`src/rtl/countdown_timer_ctrl.sv`:
```
// Game-clock countdown controller: holds a seconds.tenths count, gates the shared
// 100 ms tick generator and flags warning / time-up. Commands are one-cycle pulses.
module countdown_timer_ctrl #(
  parameter int SEC_W       = 7,
  parameter int MAX_SEC     = 99,
  parameter int DEFAULT_SEC = 60,
  parameter int WARN_SEC    = 10
) (
  input  logic             clk,
  input  logic             rst,
  input  logic             load,
  input  logic [SEC_W-1:0] load_sec,
  input  logic             start,
  input  logic             pause,
  input  logic             abort,
  input  logic             tick_100ms,
  output logic             timer_enable,
  output logic [SEC_W-1:0] sec_remaining,
  output logic [3:0]       tenths,
  output logic             running,
  output logic             warning,
  output logic             time_up
);

  typedef enum logic [1:0] {
    S_IDLE  = 2'd0,
    S_RUN   = 2'd1,
    S_PAUSE = 2'd2,
    S_DONE  = 2'd3
  } state_t;

  state_t           state_q, state_d;
  logic [SEC_W-1:0] sec_q, sec_d;
  logic [3:0]       tenths_q, tenths_d;
  logic             timer_enable_q, timer_enable_d;
  logic             warning_q, warning_d;
  logic             time_up_q, time_up_d;
  logic             expire;
  logic [SEC_W-1:0] load_clamped;
  logic             count_zero;

  assign load_clamped = (load_sec > SEC_W'(MAX_SEC)) ? SEC_W'(MAX_SEC) : load_sec;
  assign count_zero   = (sec_q == '0) && (tenths_q == 4'd0);

  // State and count register
  always_ff @(posedge clk or posedge rst) begin
    if (rst) begin
      state_q        <= S_IDLE;
      sec_q          <= SEC_W'(DEFAULT_SEC);
      tenths_q       <= 4'd0;
      timer_enable_q <= 1'b0;
      warning_q      <= 1'b0;
      time_up_q      <= 1'b0;
    end else begin
      state_q        <= state_d;
      sec_q          <= sec_d;
      tenths_q       <= tenths_d;
      timer_enable_q <= timer_enable_d;
      warning_q      <= warning_d;
      time_up_q      <= time_up_d;
    end
  end

  // Next state: the highest-priority command present wins the cycle, even when
  // the current state ignores it; a tick is only honoured with no command at all.
  always_comb begin
    state_d  = state_q;
    sec_d    = sec_q;
    tenths_d = tenths_q;
    expire   = 1'b0;
    if (abort) begin
      state_d = S_IDLE;
    end else if (load) begin
      if (state_q != S_RUN) begin
        sec_d    = load_clamped;
        tenths_d = 4'd0;
        state_d  = (state_q == S_PAUSE) ? S_PAUSE : S_IDLE;
      end
    end else if (start) begin
      if (state_q == S_IDLE || state_q == S_PAUSE) begin
        if (count_zero) begin
          state_d = S_DONE;
          expire  = 1'b1;
        end else begin
          state_d = S_RUN;
        end
      end
    end else if (pause) begin
      if (state_q == S_RUN) begin
        state_d = S_PAUSE;
      end else if (state_q == S_PAUSE) begin
        state_d = S_RUN;
      end
    end else if (tick_100ms && state_q == S_RUN) begin
      if (tenths_q != 4'd0) begin
        tenths_d = tenths_q - 4'd1;
      end else if (sec_q != '0) begin
        tenths_d = 4'd9;
        sec_d    = sec_q - SEC_W'(1);
      end
      if (sec_d == '0 && tenths_d == 4'd0) begin
        state_d = S_DONE;
        expire  = 1'b1;
      end
    end
  end

  // Outputs are registered from the next-state values so they line up with state_q
  always_comb begin
    timer_enable_d = (state_d == S_RUN);
    warning_d      = ((state_d == S_RUN) || (state_d == S_PAUSE)) &&
                     (sec_d < SEC_W'(WARN_SEC));
    time_up_d      = expire;
  end

  assign timer_enable  = timer_enable_q;
  assign running       = timer_enable_q;
  assign warning       = warning_q;
  assign time_up       = time_up_q;
  assign sec_remaining = sec_q;
  assign tenths        = tenths_q;

endmodule

```
`config.mk`:
```
export PLATFORM = sky130hd
export DESIGN_NAME = countdown_timer_ctrl
export DESIGN_NICKNAME = d
export VERILOG_FILES = /design/src/rtl/countdown_timer_ctrl.sv
export SDC_FILE = /design/constraint.sdc
export NUM_CORES = 1
export LEC_CHECK = 0
export ABC_AREA = 0
export CORE_ASPECT_RATIO = 1.4
export CORE_MARGIN = 1
export CORE_UTILIZATION = 46
export DETAILED_ROUTE_END_ITERATION = 8
export GPL_TIMING_DRIVEN = 0
export PLACE_DENSITY = 0.86
export SLEW_MARGIN = 10
export SYNTH_ARGS = -nofsm -noshare
export SYNTH_HDL_FRONTEND = slang
export SYNTH_SLANG_ARGS = --single-unit
export TNS_END_PERCENT = 1
```
`constraint.sdc`:
```
create_clock -name clk -period 3.38 [get_ports clk]
set_input_delay 0.676 -clock clk [delete_from_list [all_inputs] [get_ports clk]]
set_output_delay 0.676 -clock clk [all_outputs]
set_load 0.03 [all_outputs]
```
==> reports/metrics.cfg <==
[status]
outcome=finished, violations left
violations=negative setup slack

[finish]
antenna_cells=0
nets=232
final_layout_size_suffix_gt1_frac=0.175
area_growth_syn_to_layout_pct=33.7
design_area_um2=1910

[worst_setup_path]
cp_max_fo=8
cp-endpoint=warning
cp_data_arrival_time_ns=3.64
rr_worst_depth=12
slowest_delay_ns=0.41
cpMostUsedCell=ha_4
crit_path_end_kind=flip-flop
r2r-start=tenths[0]
setup.worst_path.start=tenths[0]
r2r_slack_ns=-0.11
reg2reg_to=warning
critical-path-slowest-cell=dfrtp_2
critPathKind=reg2reg
cp_cell_sequence=inv_2 > ha_4 > or3b_1 > clkbuf_8 > or4_1 > a221o_1 > nor4_4 > nand2_1 > a21o_1 > ha_4 > or3_1 > a2111oi_2
cp-start-kind=flip-flop
required_ns=3.53

[clock_network]
cts.sinks=16
clkTransAtPathRegs_ns=0.07
insertion_delay_ns=0.25
cts_htree_levels=1
cts-buffers-inserted=3
hold_buffers=0
cts_tree=built
root_buffer=clkbuf_8
clk_path_buf_depth=2

[synth]
yosys_warnings=0
syn-cell-area_um2=1430
synth-seq-cells=16
synth_cell_type_count=60
synth_fp_nets=195
synth_area_per_cell_um2=8.11
ys_seq_area_frac=0.284
netlist_instances=176
synth_edf_count=0
async_reset_ff_frac=1.00
ys.flop_type=dfrtp_1

[detailed_routing]
first_pass_iters=7
dr_total_vias=1542
wirelength_um=4020
drc=0
vias_per_cell=6.19
wl_per_cell_um=16.2
drt_iter0_markers=49
ant_nets=0

[floorplanning]
dieArea_um2=3330
dieWidth_um=49.1
fp.dieH_um=67.9
io_pins=29
initial_core_util=0.491
design.core.area_um2=2910
fp-row-count=23

[global_route]
grt_pass1_vias=1417
grt_max_degree=17
grt_first_pass_wirelength_um=6510
antenna_found_initial=0
overflow=0
grt_usage=0.258

[timing]
hold_ws_ns=0.584
rsz0062_at_grt=yes
period_needed_ns=3.49
setup_violations=1
fin_skew_ns=0.00201
slew_headroom=0.332
tightest_slew_ns=0.993
report.final.slew_viol_count=0
hold_violations=0
layout_setup_ws_ns=-0.110
fmax_mhz=287
fin_crit_sh=1.03

[power]
power_mw=0.702
vdd.ir_drop.worst_v=0.000285
swShare=0.369
seqPwrFrac=0.344
p_int_mw=0.443
p_per_area_nw_per_um2=368
p_leak_nw=0.716
pwr-share-comb=0.405
p_sw_mw=0.259
p_clk_frac=0.251

[flow_run]
cap_violations=0

[place]
io_buffer_count=27
gp_congestion=0.916
place_area_um2=1770
dp_hpwl_um=2840

[min_path]
hold_path_class=reg2reg

-- layout make-up --
| class | instances | area, µm² |
|---|---|---|
| tap | 37 | 46.3 |
| multi-input combinational | 139 | 978 |
| buffer | 11 | 70.1 |
| inverter | 10 | 40.0 |
| fill | 241 | 998 |
| sequential | 16 | 410 |
| clock buffer | 4 | 55.1 |
| timing repair buffer | 32 | 308 |
-- power groups by stage --
stage	logic (mW)	clock network (mW)	registers (mW)
finish	0.284	0.177	0.241
global route	0.306	0.190	0.243
CTS	0.276	0.179	0.240
detailed placement	0.258	0	0.247
global placement	0.256	0	0.247
floorplan	0.138	0	0.276
-- placed cells by master, fill, tap and decap left out, drive strengths merged, types with 4 or more instances in the layout --
cell type      Yosys  layout
a21oi             10      10
nand2              8       8
nand2b             4       4
o21ai             14      14
dfrtp             12      12
inv               10      10
buf                3       8
nor4               5       5
ha                 5       5
nor2              22      22
nor3               4       4
clkbuf             8      12
nand3              4       4
dfstp              4       4
clkdlybuf4s50      0      27
-- synthesized netlist by cell type, drive strengths merged (2+ instances only) --
library cell	count	area [µm²]
a211oi	3	22.5
a21oi	10	50.1
a221oi	2	23.8
a22o	3	26.3
a22oi	2	15.0
a31oi	2	12.5
and3	2	12.5
and4	2	17.5
buf	3	30.0
clkbuf	8	31.3
dfrtp	12	300
dfstp	4	105
ha	5	62.6
inv	10	37.5
mux2	2	22.5
mux2i	2	20.0
nand2	8	30.0
nand2b	4	25.0
nand3	4	20.0
nand3b	2	15.0
nand4b	2	17.5
nor2	22	82.6
nor3	4	25.0
nor3b	3	22.5
nor4	5	37.5
o211ai	3	22.5
o21ai	14	70.1
o21bai	2	15.0
o31ai	2	15.0
o32ai	2	17.5
or2	2	12.5
or3	3	23.8
or3b	2	17.5
or4	2	15.0
-- worst min path at each step --
stage	from	endpoint	slack, ns	cells after the start
after floorplan	rst	running	0.59	1
after global placement	sec_remaining[0]	sec_remaining[0]	0.56	1
after detailed placement	sec_remaining[0]	sec_remaining[0]	0.56	1
after CTS	tenths[1]	tenths[1]	0.57	2
after global routing	tenths[1]	tenths[1]	0.59	2
final	tenths[1]	tenths[1]	0.58	2
-- registers in the layout, summed over array words and instances, names as in the netlist --
register / flops
time_up: 1
running: 1
sec_remaining: 7
state_q: 2
tenths: 4
warning: 1
-- metal layers --
metal / GRT usage / routed length (µm) / vias up
met5: 0 / 0 / -
li1: - / - / 744
met3: 0.0267 / 147 / 6
met2: 0.490 / 2170 / 57
met1: 0.290 / 1640 / 735
met4: 0.110 / 66 / 0
-- critical path, delay by kind of cell (launching register included) --
family / cells / cell delay, ns
and+or+nand+nor: 5 / 1.57
AOI/OAI and AO/OA: 3 / 0.78
DFF: 1 / 0.41
adders and majority gates: 2 / 0.36
buffers and inverters: 2 / 0.26
-- what timing repair did --
action	4_1_cts	5_1_grt
pin swaps	2	1
gates resized for setup	4	3
setup buffers	5	0
endpoints found under the setup margin	1	1
-- cells by family after synthesis --
| group | after synthesis | synth area share |
|---|---|---|
| adder cells (fa/ha/maj) | 5 | 0.0438 |
| AND/OR/NAND/NOR | 72 | 0.289 |
| AO/OA/AOI/OAI | 57 | 0.278 |
| buffers and inverters | 21 | 0.0692 |
| flip-flops | 16 | 0.284 |
| multiplexers | 4 | 0.0298 |
| XOR/XNOR | 1 | 0.00614 |
-- metrics by stage --
stage          setup slack (ns)  TNS (ns)   util  std cells
6_report                 -0.110    -0.110  0.656        249
5_1_grt                  -0.224    -0.224  0.656        249
4_1_cts                  -0.142    -0.142  0.649        249
3_5_place_dp             -0.378    -0.378  0.610        240
3_3_place_gp             -0.325    -0.325  0.610        240
2_1_floorplan           -0.0603   -0.0603      -        176
Power figures use the tool's default switching activity.
